File: config.mk
export PLATFORM = sky130hd
export DESIGN_NAME = i2s_intr_ctrl_axil_flat
export DESIGN_NICKNAME = d
export VERILOG_FILES = /design/src/rtl/i2s_intr_ctrl_axil_if.sv /design/src/rtl/i2s_intr_ctrl_axil.sv /design/src/flat_wrapper.sv
export SDC_FILE = /design/constraint.sdc
export NUM_CORES = 1
export LEC_CHECK = 0
export CORE_MARGIN = 2
export CORE_UTILIZATION = 30
export DETAILED_ROUTE_END_ITERATION = 12
export PLACE_DENSITY = 0.77
export RECOVER_POWER = 100
export SLEW_MARGIN = 20
export SYNTH_ARGS = -nofsm -noshare
export SYNTH_HDL_FRONTEND = slang
export SYNTH_SLANG_ARGS = --single-unit
File: constraint.sdc
create_clock -name ACLK -period 1.7 [get_ports ACLK]
set_clock_uncertainty 0.05 [all_clocks]
set_input_delay 0.17 -clock ACLK [delete_from_list [all_inputs] [get_ports ACLK]]
set_output_delay 0.17 -clock ACLK [all_outputs]
set_load 0.005 [all_outputs]
File: src/rtl/i2s_intr_ctrl_axil_if.sv
// AXI4-Lite slave bus bundle for the I2S interrupt controller.
// The slave modport is the register block side; the master modport is the CPU/test side.
interface i2s_intr_ctrl_axil_if #(
    parameter int AW = 5,
    parameter int DW = 32
);
    logic [AW-1:0]   S_AXI_AWADDR;
    logic            S_AXI_AWVALID;
    logic            S_AXI_AWREADY;
    logic [DW-1:0]   S_AXI_WDATA;
    logic [DW/8-1:0] S_AXI_WSTRB;
    logic            S_AXI_WVALID;
    logic            S_AXI_WREADY;
    logic [1:0]      S_AXI_BRESP;
    logic            S_AXI_BVALID;
    logic            S_AXI_BREADY;
    logic [AW-1:0]   S_AXI_ARADDR;
    logic            S_AXI_ARVALID;
    logic            S_AXI_ARREADY;
    logic [DW-1:0]   S_AXI_RDATA;
    logic [1:0]      S_AXI_RRESP;
    logic            S_AXI_RVALID;
    logic            S_AXI_RREADY;

    modport slave (
        input  S_AXI_AWADDR, S_AXI_AWVALID, S_AXI_WDATA, S_AXI_WSTRB, S_AXI_WVALID,
               S_AXI_BREADY, S_AXI_ARADDR, S_AXI_ARVALID, S_AXI_RREADY,
        output S_AXI_AWREADY, S_AXI_WREADY, S_AXI_BRESP, S_AXI_BVALID,
               S_AXI_ARREADY, S_AXI_RDATA, S_AXI_RRESP, S_AXI_RVALID
    );

    modport master (
        output S_AXI_AWADDR, S_AXI_AWVALID, S_AXI_WDATA, S_AXI_WSTRB, S_AXI_WVALID,
               S_AXI_BREADY, S_AXI_ARADDR, S_AXI_ARVALID, S_AXI_RREADY,
        input  S_AXI_AWREADY, S_AXI_WREADY, S_AXI_BRESP, S_AXI_BVALID,
               S_AXI_ARREADY, S_AXI_RDATA, S_AXI_RRESP, S_AXI_RVALID
    );
endinterface

File: src/rtl/i2s_intr_ctrl_axil.sv
// AXI4-Lite interrupt controller: per-source edge latch, enable mask, W1C ack, global enable, one irq line.
// Register access completes in 2 cycles per channel; irq follows ISR/IER/GIE one cycle later (registered).
// B/R responses hold until BREADY/RREADY; I2S_INTR_LEVEL_MODE_EN adds the IMR level-mode register at 0x14.
module i2s_intr_ctrl_axil #(
    parameter int C_NUM_OF_INTR      = 4,
    parameter int C_S_AXI_DATA_WIDTH = 32,
    parameter int C_S_AXI_ADDR_WIDTH = 5,
    parameter bit C_IRQ_ACTIVE_HIGH  = 1'b1
) (
    input  logic                     ACLK,
    input  logic                     ARESET,
    input  logic [C_NUM_OF_INTR-1:0] intr_src,
    output logic                     irq,
    i2s_intr_ctrl_axil_if.slave      s_axi
);
    localparam int N = C_NUM_OF_INTR;

    logic          aw_rdy, b_vld, ar_rdy, r_vld;
    logic [31:0]   r_dat;
    logic          gie;
    logic [N-1:0]  ier, isr, src_q;
    logic          irq_r;
    logic [31:0]   wmask, rd_mux;
    logic [N-1:0]  edge_v, set_v, clr_v;
    logic [2:0]    wsel, rsel;
    logic          wr_hs, rd_hs;
    logic          unused_ok;

    assign s_axi.S_AXI_AWREADY = aw_rdy;
    assign s_axi.S_AXI_WREADY  = aw_rdy;
    assign s_axi.S_AXI_BVALID  = b_vld;
    assign s_axi.S_AXI_BRESP   = 2'b00;
    assign s_axi.S_AXI_ARREADY = ar_rdy;
    assign s_axi.S_AXI_RVALID  = r_vld;
    assign s_axi.S_AXI_RDATA   = r_dat;
    assign s_axi.S_AXI_RRESP   = 2'b00;

    assign wsel  = s_axi.S_AXI_AWADDR[4:2];
    assign rsel  = s_axi.S_AXI_ARADDR[4:2];
    assign wr_hs = aw_rdy & s_axi.S_AXI_AWVALID & s_axi.S_AXI_WVALID;
    assign rd_hs = ar_rdy & s_axi.S_AXI_ARVALID;
    assign wmask = {{8{s_axi.S_AXI_WSTRB[3]}}, {8{s_axi.S_AXI_WSTRB[2]}},
                    {8{s_axi.S_AXI_WSTRB[1]}}, {8{s_axi.S_AXI_WSTRB[0]}}};

    assign edge_v = intr_src & ~src_q;
    assign clr_v  = (wr_hs && wsel == 3'd3) ? (s_axi.S_AXI_WDATA[N-1:0] & wmask[N-1:0]) : '0;

`ifdef I2S_INTR_LEVEL_MODE_EN
    logic [N-1:0] imr;
    // A level source re-sets its bit every cycle, so an ack while it is still high is overridden.
    assign set_v = edge_v | (imr & intr_src);
`else
    assign set_v = edge_v;
`endif

    always_comb begin
        rd_mux = '0;
        case (rsel)
            3'd0: rd_mux = {31'd0, gie};
            3'd1: rd_mux = 32'(ier);
            3'd2: rd_mux = 32'(isr);
            3'd4: rd_mux = 32'(isr & ier);
`ifdef I2S_INTR_LEVEL_MODE_EN
            3'd5: rd_mux = 32'(imr);
`endif
            default: rd_mux = '0;
        endcase
    end

    always_ff @(posedge ACLK or posedge ARESET) begin
        if (ARESET) begin
            aw_rdy <= 1'b0;
            b_vld  <= 1'b0;
            ar_rdy <= 1'b0;
            r_vld  <= 1'b0;
            r_dat  <= '0;
            gie    <= 1'b0;
            ier    <= '0;
            isr    <= '0;
            src_q  <= '1;
            irq_r  <= 1'b0;
`ifdef I2S_INTR_LEVEL_MODE_EN
            imr    <= '0;
`endif
        end else begin
            src_q <= intr_src;
            isr   <= (isr & ~clr_v) | set_v;
            irq_r <= gie & |(isr & ier);

            if (b_vld && s_axi.S_AXI_BREADY) b_vld <= 1'b0;
            if (wr_hs) begin
                aw_rdy <= 1'b0;
                b_vld  <= 1'b1;
                case (wsel)
                    3'd0: if (wmask[0]) gie <= s_axi.S_AXI_WDATA[0];
                    3'd1: ier <= (ier & ~wmask[N-1:0]) | (s_axi.S_AXI_WDATA[N-1:0] & wmask[N-1:0]);
`ifdef I2S_INTR_LEVEL_MODE_EN
                    3'd5: imr <= (imr & ~wmask[N-1:0]) | (s_axi.S_AXI_WDATA[N-1:0] & wmask[N-1:0]);
`endif
                    default: ;
                endcase
            end else if (s_axi.S_AXI_AWVALID && s_axi.S_AXI_WVALID && !b_vld && !aw_rdy) begin
                aw_rdy <= 1'b1;
            end

            if (r_vld && s_axi.S_AXI_RREADY) r_vld <= 1'b0;
            if (rd_hs) begin
                ar_rdy <= 1'b0;
                r_vld  <= 1'b1;
                r_dat  <= rd_mux;
            end else if (s_axi.S_AXI_ARVALID && !r_vld && !ar_rdy) begin
                ar_rdy <= 1'b1;
            end
        end
    end

    assign irq = C_IRQ_ACTIVE_HIGH ? irq_r : ~irq_r;

    // Byte-lane offset bits and unmapped data/strobe lanes carry no information here.
    assign unused_ok = ^{s_axi.S_AXI_AWADDR[1:0], s_axi.S_AXI_ARADDR[1:0], s_axi.S_AXI_WDATA, wmask};
endmodule
File: src/flat_wrapper.sv
// flat-port wrapper written by rule: the top's interface ports become plain ports
module i2s_intr_ctrl_axil_flat 
#(
    parameter int C_NUM_OF_INTR      = 4,
    parameter int C_S_AXI_DATA_WIDTH = 32,
    parameter int C_S_AXI_ADDR_WIDTH = 5,
    parameter bit C_IRQ_ACTIVE_HIGH  = 1'b1
)
  (ACLK, ARESET, intr_src, irq, s_axi_S_AXI_AWADDR, s_axi_S_AXI_AWVALID, s_axi_S_AXI_WDATA, s_axi_S_AXI_WSTRB, s_axi_S_AXI_WVALID, s_axi_S_AXI_BREADY, s_axi_S_AXI_ARADDR, s_axi_S_AXI_ARVALID, s_axi_S_AXI_RREADY, s_axi_S_AXI_AWREADY, s_axi_S_AXI_WREADY, s_axi_S_AXI_BRESP, s_axi_S_AXI_BVALID, s_axi_S_AXI_ARREADY, s_axi_S_AXI_RDATA, s_axi_S_AXI_RRESP, s_axi_S_AXI_RVALID);
  i2s_intr_ctrl_axil_if s_axi_i ();
  input  logic ACLK;
  input  logic ARESET;
  input  logic [C_NUM_OF_INTR-1:0] intr_src;
  output logic irq;
  input wire logic [$bits(s_axi_i.S_AXI_AWADDR)-1:0] s_axi_S_AXI_AWADDR;
  input wire logic [$bits(s_axi_i.S_AXI_AWVALID)-1:0] s_axi_S_AXI_AWVALID;
  input wire logic [$bits(s_axi_i.S_AXI_WDATA)-1:0] s_axi_S_AXI_WDATA;
  input wire logic [$bits(s_axi_i.S_AXI_WSTRB)-1:0] s_axi_S_AXI_WSTRB;
  input wire logic [$bits(s_axi_i.S_AXI_WVALID)-1:0] s_axi_S_AXI_WVALID;
  input wire logic [$bits(s_axi_i.S_AXI_BREADY)-1:0] s_axi_S_AXI_BREADY;
  input wire logic [$bits(s_axi_i.S_AXI_ARADDR)-1:0] s_axi_S_AXI_ARADDR;
  input wire logic [$bits(s_axi_i.S_AXI_ARVALID)-1:0] s_axi_S_AXI_ARVALID;
  input wire logic [$bits(s_axi_i.S_AXI_RREADY)-1:0] s_axi_S_AXI_RREADY;
  output wire logic [$bits(s_axi_i.S_AXI_AWREADY)-1:0] s_axi_S_AXI_AWREADY;
  output wire logic [$bits(s_axi_i.S_AXI_WREADY)-1:0] s_axi_S_AXI_WREADY;
  output wire logic [$bits(s_axi_i.S_AXI_BRESP)-1:0] s_axi_S_AXI_BRESP;
  output wire logic [$bits(s_axi_i.S_AXI_BVALID)-1:0] s_axi_S_AXI_BVALID;
  output wire logic [$bits(s_axi_i.S_AXI_ARREADY)-1:0] s_axi_S_AXI_ARREADY;
  output wire logic [$bits(s_axi_i.S_AXI_RDATA)-1:0] s_axi_S_AXI_RDATA;
  output wire logic [$bits(s_axi_i.S_AXI_RRESP)-1:0] s_axi_S_AXI_RRESP;
  output wire logic [$bits(s_axi_i.S_AXI_RVALID)-1:0] s_axi_S_AXI_RVALID;
  assign s_axi_i.S_AXI_AWADDR = s_axi_S_AXI_AWADDR;
  assign s_axi_i.S_AXI_AWVALID = s_axi_S_AXI_AWVALID;
  assign s_axi_i.S_AXI_WDATA = s_axi_S_AXI_WDATA;
  assign s_axi_i.S_AXI_WSTRB = s_axi_S_AXI_WSTRB;
  assign s_axi_i.S_AXI_WVALID = s_axi_S_AXI_WVALID;
  assign s_axi_i.S_AXI_BREADY = s_axi_S_AXI_BREADY;
  assign s_axi_i.S_AXI_ARADDR = s_axi_S_AXI_ARADDR;
  assign s_axi_i.S_AXI_ARVALID = s_axi_S_AXI_ARVALID;
  assign s_axi_i.S_AXI_RREADY = s_axi_S_AXI_RREADY;
  assign s_axi_S_AXI_AWREADY = s_axi_i.S_AXI_AWREADY;
  assign s_axi_S_AXI_WREADY = s_axi_i.S_AXI_WREADY;
  assign s_axi_S_AXI_BRESP = s_axi_i.S_AXI_BRESP;
  assign s_axi_S_AXI_BVALID = s_axi_i.S_AXI_BVALID;
  assign s_axi_S_AXI_ARREADY = s_axi_i.S_AXI_ARREADY;
  assign s_axi_S_AXI_RDATA = s_axi_i.S_AXI_RDATA;
  assign s_axi_S_AXI_RRESP = s_axi_i.S_AXI_RRESP;
  assign s_axi_S_AXI_RVALID = s_axi_i.S_AXI_RVALID;
  i2s_intr_ctrl_axil #(.C_NUM_OF_INTR(C_NUM_OF_INTR), .C_S_AXI_DATA_WIDTH(C_S_AXI_DATA_WIDTH), .C_S_AXI_ADDR_WIDTH(C_S_AXI_ADDR_WIDTH), .C_IRQ_ACTIVE_HIGH(C_IRQ_ACTIVE_HIGH)) u_core (.ACLK(ACLK), .ARESET(ARESET), .intr_src(intr_src), .irq(irq), .s_axi(s_axi_i));
endmodule
==> impl_results.md <==
- Clock root buffer: clkbuf_8
- Final GP Congestion: 0.727
- Max Root-Sink Buffers: 2
- WL/cell: 10.2 µm
- Worst Setup End Kind: flop
- Design area: ~1600 µm²
- Crit path DAT: 1730 ps
- DRC viols: 0
- Critical Path Start: s_axi_S_AXI_AWVALID
- Largest net degree at the start of global routing: 23
- R2R Setup Slk: about 80 ps
- Port bufs: 31
- Final worst path period share: 96.5%
- Initial core utilization: approximately 31%
- Antenna Cells: 0
- # IOs: 99
- DP Cell Count: 208
- Synthesized area: 1240 µm²
- Clock Sinks: 22
- Post-CTS Repair Setup Buffers: 0
- Initial antenna violation count: 0
- DR vias/cell: 4.18
- R2r worst-path depth: 4
- Crit Path Class: primary input to flop
- Synth warnings: 0
- Largest cells by area after synthesis: dfrtp_1 36%, buf_4 20%, dfstp_2 8.5%, mux2_2 5.4%, a22o_1 2.8%
- HPWL Detailed: 1770 µm
- Cts repair resizes: 0
- Max IR drop VDD: 0.507 mV
- Synth unique cells: 25
- Reg-to-Reg Start: u_core.s_axi.S_AXI_AWREADY
- Worst skew pair latency: 250 ps
- Status: finished clean
- Hold Path Depth: 2
- Worst slew margin: 21.9%
- LEAKAGE: 0.000732 µW
- Die area: 4670 µm²
- Syn Area/Cell: between 10 and 15 µm²
- CTS Buf Count: 3
- Data required, critical path: 1790 ps
- CTS tree: done
- Vias in the first global route: roughly 770
- Final min period: around 1600 ps
- Synth Instances: 124
- Core Util, Final: 39.3%
- Die width: 68.3 µm
- Final setup viols: 0
- Dpl ws: -235 ps
- CP Cell Sequence: clkdlybuf4s50_1, nand2_1, or3_4, nor3b_4, mux2_2
- Overall Global Routing Usage: 9.25%
- Worst path slowest cell: clkdlybuf4s50_1
- PnR worst setup slack: slightly below 60 ps
- Clock slew at reported path FFs: 70 ps
- Slew @ Worst Pin: 1170 ps
- H-Tree Depth: 1
- Worst Hold Class: primary input to flop
- Layout area overhead: 26.6%
- Final nets: 220
- Initial drt markers: 42
- #FFs+latches synth: 22
- Die Ht: just under 70 µm
- RSZ-0062 raised after global routing: yes
- Final Hold Fails: 0
- Gr ovfl total: 0
- Smallest hold slack: 419 ps
- Rows: 23
- Final std cells w/o fill: 212
- Antenna Nets Post-Route: 0
- Fmax: a little over 600 MHz
- CTS Hold Bufs: 0
- Share of cells above drive strength 1: 13.0%
- Routed WL: 2170 µm
- Pwr/cell area: 797 nW/µm²
- Crit Path Max Fanout: 4
- Synth top area share: 36.3%
- Max-Cap Viols: 0
- Slew Limit Fails: 0
- Total core area: 4000 µm²
- Critical path launch point type: primary input
- Yosys top cell by area: dfrtp_1
- Sequential area share after synthesis: 44.8%
- First-pass GRT wire length: 3290 µm
- Worst path max stage delay: 480 ps
- Pre-antenna DRT Iters: 4
- Overall via count from detail_route: just under 900
- Area post-placement: 1520 µm²
[through the flow]
step | setup TNS [ps] | power, µW
2_1_floorplan | 0 | 806
3_3_place_gp | -907 | 913
3_5_place_dp | -1020 | 924
4_1_cts | 0 | 1290
5_1_grt | -2.07 | 1330
6_report | 0 | 1250
[layer usage]
metal  routed length (µm)  GRT usage, %  share of wire (%)
met1                  975          12.7                 45
met2                  971          14.3                 45
met3                  221          4.11                 10
met4                    0             0                  0
met5                    0             0                  0
[critical path: cells and delay by family]
family | cells | cell delay (ps)
multiplexers | 1 | 370
buffers and inverters | 1 | 480
AND/OR/NAND/NOR | 3 | 710
[how the worst min path moves through the flow]
stage                           startpoint  slack (ps)                          end
2_1_floorplan                       ARESET         110                    async pin
3_3_place_gp   u_core.s_axi.S_AXI_RDATA[2]         410  u_core.s_axi.S_AXI_RDATA[2]
3_5_place_dp   u_core.s_axi.S_AXI_RDATA[3]         420  u_core.s_axi.S_AXI_RDATA[3]
4_1_cts                             ARESET         210  u_core.s_axi.S_AXI_RDATA[1]
5_1_grt                        intr_src[1]         420              u_core.src_q[1]
6_report                s_axi_S_AXI_BREADY         420    u_core.s_axi.S_AXI_BVALID
[logic make-up after synthesis]
logic type,after synthesis,synth area share [%]
AO/OA/AOI/OAI,24,12.3
buffers and inverters,41,22.4
other,1,0.302
AND/OR/NAND/NOR,29,14.0
flip-flops,22,44.8
multiplexers,7,6.25
[cells in the mapped netlist (all sizes together)]
cell,n
a31oi,3
buf,33
clkbuf,1
nor2,1
nor3,3
nand3,1
a21boi,1
dfstp,4
or3,1
inv,7
o21ai,6
a22oi,2
nand3b,4
mux2i,1
nand4,4
mux2,6
nand2,9
conb,1
a21oi,6
a22o,4
o21bai,1
nand2b,5
dfrtp,18
nor3b,1
a21o,1
[cell type report]
| type | instances | area (µm²) |
|---|---|---|
| timing repair buffer | 37 | 348 |
| clock buffer | 4 | 55.1 |
| sequential | 22 | 556 |
| fill | 424 | 2430 |
| inverter | 7 | 26.3 |
| tap | 50 | 62.6 |
| multi-input combinational | 92 | 524 |
[cell usage in the layout, fill, tap and decap left out, types with 5 or more instances in the layout]
cell | synthesis | layout
a21oi_1 | 6 | 6
clkdlybuf4s50_1 | 0 | 16
conb_1 | 1 | 32
dfrtp_1 | 18 | 18
dlygate4sd3_1 | 0 | 15
inv_1 | 7 | 7
mux2_2 | 6 | 6
nand2_1 | 9 | 9
nand2b_1 | 5 | 5
o21ai_0 | 6 | 6
[where the power goes]
| group | leakage, µW | switching [µW] | internal, µW |
|---|---|---|---|
| logic | 0.000440 | 116 | 157 |
| clock network | 0.0000288 | 156 | 206 |
| registers | 0.000263 | 35.8 | 583 |
| total | 0.000732 | 307 | 946 |
Power figures use the tool's default switching activity.
==> edit 1 (same settings) <==
`C_IRQ_ACTIVE_HIGH` is set to 1'b1 in 2 places; all go to 1'b0.
--- a/src/rtl/i2s_intr_ctrl_axil.sv
+++ b/src/rtl/i2s_intr_ctrl_axil.sv
@@ -5,7 +5,7 @@
     parameter int C_NUM_OF_INTR      = 4,
     parameter int C_S_AXI_DATA_WIDTH = 32,
     parameter int C_S_AXI_ADDR_WIDTH = 5,
-    parameter bit C_IRQ_ACTIVE_HIGH  = 1'b1
+    parameter bit C_IRQ_ACTIVE_HIGH  = 1'b0
 ) (
     input  logic                     ACLK,
     input  logic                     ARESET,
--- a/src/flat_wrapper.sv
+++ b/src/flat_wrapper.sv
@@ -4,7 +4,7 @@
     parameter int C_NUM_OF_INTR      = 4,
     parameter int C_S_AXI_DATA_WIDTH = 32,
     parameter int C_S_AXI_ADDR_WIDTH = 5,
-    parameter bit C_IRQ_ACTIVE_HIGH  = 1'b1
+    parameter bit C_IRQ_ACTIVE_HIGH  = 1'b0
 )
   (ACLK, ARESET, intr_src, irq, s_axi_S_AXI_AWADDR, s_axi_S_AXI_AWVALID, s_axi_S_AXI_WDATA, s_axi_S_AXI_WSTRB, s_axi_S_AXI_WVALID, s_axi_S_AXI_BREADY, s_axi_S_AXI_ARADDR, s_axi_S_AXI_ARVALID, s_axi_S_AXI_RREADY, s_axi_S_AXI_AWREADY, s_axi_S_AXI_WREADY, s_axi_S_AXI_BRESP, s_axi_S_AXI_BVALID, s_axi_S_AXI_ARREADY, s_axi_S_AXI_RDATA, s_axi_S_AXI_RRESP, s_axi_S_AXI_RVALID);
   i2s_intr_ctrl_axil_if s_axi_i ();
Behaviour: not the same (Yosys sat finds a counterexample within 4 cycles, from zero or initial values and one cycle with ARESET high).
==> edit 1 against the original RTL <==
Synthesized area grew 2.1%; setup slack got worse by 12 ps; synthesized cell count is 2.4% higher; clock power decreased by 14%; power shrank 4.2%; global-route usage is 0.37 points higher; register-to-register slack worse by 20 ps; sequential power decreased by 0.8%; cell area about the same; sequential cell count stayed put; largest cell class unchanged; wire length rose by 6.3%; cell count is 0.47% higher; count of clock-buffer cells in the layout fell by 1.
==> edit 1: results (changes against the original RTL) <==
| Metric | Value |
|---|---|
| Status | `complete, no violations (unchanged)` |
| Placed wire-length estimate | `1820 µm (was 1770 µm)` |
| Global-route wire length before repair | `3663 µm (was 3291 µm)` |
| CTS root buffer | `clkbuf_8 (unchanged)` |
| CTS resizes | `0 (unchanged)` |
| Worst hold slack | `422.3 ps (was 418.6 ps)` |
| Hold path start | `intr_src[2] (was s_axi_S_AXI_BREADY)` |
| Register area share after synthesis | `0.4383 (was 0.4476)` |
| Share of layout cells above drive strength 1 | `0.1227 (was 0.1296)` |
| CTS Buf Count | `3 (unchanged)` |
| Area contributors post-synth | `dfrtp_1 36%, buf_4 20%, dfstp_2 8.3% (was dfrtp_1 36%, buf_4 20%, dfstp_2 8.5%)` |
| GPL Wtd Cong | `0.7333 (was 0.7274)` |
| Non-filler cells, final | `213 (was 212)` |
| Pin count of the biggest net entering global routing | `23 (unchanged)` |
| Average size of a mapped cell | `9.980 µm² (was 10.01 µm²)` |
| Routed Wire Length | `2304 µm (was 2168 µm)` |
| VDD IR max | `0.0002531 V (was 0.0005065 V)` |
| Final net count | `222 (was 220)` |
| R2R Path Start | `u_core.s_axi.S_AXI_AWREADY (unchanged)` |
| Hold EP | `u_core.src_q[2] (was u_core.s_axi.S_AXI_BVALID)` |
| Commonest cells post-synth | `33 x buf_4, 18 x dfrtp_1, 9 x inv_1 (was 33 x buf_4, 18 x dfrtp_1, 9 x nand2_1)` |
| Number of global-route vias before repair | `800 (was 765)` |
| Setup slack, reg-to-reg | `60 ps (was 80 ps)` |
| I/O Buffers | `31 (unchanged)` |
| Placed instance area | `1543 µm² (was 1524 µm²)` |
| P_leak | `0.7078 nW (was 0.7323 nW)` |
| Initial DRC Count | `19 (was 42)` |
| Hold Path Cell Cnt | `1 (was 2)` |
| Crit path arrival time | `1750 ps (was 1730 ps)` |
| DR vias/cell | `4.183 (was 4.184)` |
| Antenna cells | `0 (unchanged)` |
| Post-route ant nets | `0 (unchanged)` |
| Synth cell types | `26 (was 25)` |
| Tightest Pin Transition | `1150 ps (was 1172 ps)` |
| GR Util All Layers | `0.09620 (was 0.09252)` |
-- edit 1: worst max-delay path: stages --
cell,delay [ps]
clkdlybuf4s50_1,470
nand2_1,70
or3_4,380
nor3b_4,290
mux2_2,370
-- edit 1: report_power, final --
group          switching (mW)  internal (mW)
Sequential             0.0336          0.581
Combinational           0.116          0.158
Clock                   0.154          0.158
Total                   0.304          0.897
-- edit 1: worst max-delay path by stage --
stage	slack (ps)	depth (start not counted)	from	endpoint
6_report	50	5	s_axi_S_AXI_AWVALID	flip-flop
2_1_floorplan	60	4	u_core.s_axi.S_AXI_AWREADY	flip-flop
5_1_grt	6	4	u_core.s_axi.S_AXI_AWREADY	flip-flop
3_3_place_gp	-210	5	s_axi_S_AXI_AWVALID	flip-flop
4_1_cts	20	5	s_axi_S_AXI_AWVALID	flip-flop
3_5_place_dp	-260	5	s_axi_S_AXI_AWVALID	flip-flop
-- edit 1: per-layer routing --
metal / vias to the layer above / part of all wire / GRT usage
met1: 415 / 0.47 / 0.1233
met3: 5 / 0.059 / 0.01901
met5: - / 0 / 0
met4: 0 / 0.027 / 0.05882
li1: 436 / - / -
met2: 35 / 0.45 / 0.1485
-- edit 1: cell type report --
cell class / instances / area [µm²]
Fill cell: 399 / 2456
Sequential cell: 22 / 555.5
Multi-Input combinational cell: 93 / 543.0
Timing Repair Buffer: 36 / 336.6
Tap cell: 50 / 62.56
Clock buffer: 3 / 41.29
Inverter: 9 / 33.78
-- edit 1: kinds of logic after synthesis --
kind of cell,after synthesis,share of synthesized area
other,1,0.002959
muxes,8,0.07009
AOI/OAI and AO/OA,23,0.1293
buffers and inverters,43,0.2251
and+or+nand+nor,30,0.1343
DFF,22,0.4383
-- edit 1: per-stage QoR --
| step | power (mW) | setup WS, ps | util |
|---|---|---|---|
| floorplan | 0.8099 | 56.85 | - |
| global placement | 0.9156 | -205.8 | 0.3829 |
| detailed placement | 0.9223 | -260.9 | 0.3829 |
| CTS | 1.240 | 21.53 | 0.3932 |
| global route | 1.276 | 5.609 | 0.3904 |
| finish | 1.201 | 47.15 | 0.3904 |
-- edit 1: timing repair --
item,CTS,global route
endpoints found under the setup margin,0,2
hold buffers,0,0
setup buffers,0,0
==> edit 2 (same flow settings) <==
Without the edit above. Put a register stage on the output `irq`, cleared by the reset. The value now appears one clock later. The other outputs are not delayed to match. Comments in the files are not updated.
--- a/src/rtl/i2s_intr_ctrl_axil.sv
+++ b/src/rtl/i2s_intr_ctrl_axil.sv
@@ -114,7 +114,13 @@
         end
     end
 
-    assign irq = C_IRQ_ACTIVE_HIGH ? irq_r : ~irq_r;
+    always_ff @(posedge ACLK or posedge ARESET) begin
+        if (ARESET) begin
+            irq <= '0;
+        end else begin
+            irq <= C_IRQ_ACTIVE_HIGH ? irq_r : ~irq_r;
+        end
+    end
 
     // Byte-lane offset bits and unmapped data/strobe lanes carry no information here.
     assign unused_ok = ^{s_axi.S_AXI_AWADDR[1:0], s_axi.S_AXI_ARADDR[1:0], s_axi.S_AXI_WDATA, wmask};
Behaviour: not the same (Yosys sat finds a counterexample within 10 cycles, from zero or initial values and one cycle with ARESET high).
==> edit 2 against the original RTL <==
Power rose by 1.0%; setup slack improved by 5.9 ps; largest power group unchanged; synthesized cell count rose by 1.6%; utilization rose by 0.58 points; sequential cell count rose by 1; sequential share of layout area rose by 0.54 points; cell area rose by 2.9%; wire length rose by 5.3%; sequential power rose by 4.0%; synthesized area rose by 2.8%.
==> edit 2: results (changes against the original RTL) <==
| Metric | Value |
|---|---|
| Global-route wire length before repair | `3601 µm (was 3291 µm)` |
| Worst-path clk slew | `80 ps` |
| Share of layout cells above drive strength 1 | `0.1280 (was 0.1296)` |
| Post-Syn Instances | `126 (was 124)` |
| Via count | `902 (was 887)` |
| Slew headroom | `0.2094 (was 0.2185)` |
| Area contributors post-synth | `dfrtp_1 37%, buf_4 19%, dfstp_2 8.2% (was dfrtp_1 36%, buf_4 20%, dfstp_2 8.5%)` |
| DR WL/cell | `10.66 µm (was 10.23 µm)` |
| Flop+latch power | `0.644 mW (was 0.619 mW)` |
| VDD IR max | `0.0002747 V (was 0.0005065 V)` |
| Number of global-route vias before repair | `820 (was 765)` |
| Status | `complete, no violations (unchanged)` |
| GPL Wtd Cong | `0.7478 (was 0.7274)` |
| CP max stage delay | `450 ps (was 480 ps)` |
| Pin count of the biggest net entering global routing | `24 (was 23)` |
| Fill count | `422 (was 424)` |
| Commonest cells post-synth | `33 x buf_4, 19 x dfrtp_1, 9 x nand2_1 (was 33 x buf_4, 18 x dfrtp_1, 9 x nand2_1)` |
| Non-filler cells, final | `214 (was 212)` |
| P_leak | `0.7404 nW (was 0.7323 nW)` |
| Initial DRC Count | `17 (was 42)` |
| Placed instance area | `1551 µm² (was 1524 µm²)` |
| GR Util All Layers | `0.09177 (was 0.09252)` |
| Placed wire-length estimate | `1811 µm (was 1770 µm)` |
| Sw power | `0.3299 mW (was 0.3073 mW)` |
| Register area share after synthesis | `0.4549 (was 0.4476)` |
| Pre-CTS WS | `-245.2 ps (was -235.4 ps)` |
| Pwr Total | `1.266 mW (was 1.253 mW)` |
-- edit 2: cell count changes after synthesis --
cell     unedited run  this run
nor2b_1             0         4
nand3_1             1         2
dfrtp_1            18        19
nand4_1             4         0
a22o_1              4         0
a221o_1             0         4
-- edit 2: worst paths after layout --
| kind | endpoint | from | cells past startpoint | slack, ps |
|---|---|---|---|---|
| max in group asynchronous | u_core.s_axi.S_AXI_RDATA[2] | ARESET | 3 | 360 |
| min | u_core.s_axi.S_AXI_BVALID | s_axi_S_AXI_WVALID | 4 | 220 |
| min in group asynchronous | u_core.isr[3] | ARESET | 3 | 540 |
| max | flip-flop | s_axi_S_AXI_WSTRB[0] | 6 | 70 |
| min reg2reg | u_core.irq | u_core.irq_r | 0 | 310 |
| max reg2reg | flip-flop | u_core.s_axi.S_AXI_AWREADY | 5 | 90 |
-- edit 2: per-layer routing --
layer,wire [µm],up-vias,track usage
li1,-,439,-
met1,997,417,0.1198
met2,1119,44,0.1496
met3,151,2,0.02035
met4,13,0,0.03268
met5,0,-,0
-- edit 2: timing repair --
item	in CTS	in global routing
resized for setup	0	5
setup endpoints to repair	0	4
buffers inserted	0	1
-- edit 2: logic make-up after synthesis --
family / Yosys count / share of synthesized area
AO/OA/AOI/OAI: 24 / 0.1235
other: 1 / 0.002938
flip-flops: 23 / 0.4549
multiplexers: 7 / 0.06078
AND/OR/NAND/NOR: 30 / 0.1402
buffers and inverters: 41 / 0.2176
-- edit 2: final cells by class --
class,count,area [µm²],area share
Multi-Input combinational cell,93,545.5,0.3372
Sequential cell,23,580.6,0.3589
Timing Repair Buffer,37,354.1,0.2189
Clock buffer,3,41.29,0.02552
Inverter,7,26.28,0.01624
Tap cell,50,62.56,0.03867
Clock inverter,1,7.507,0.004640
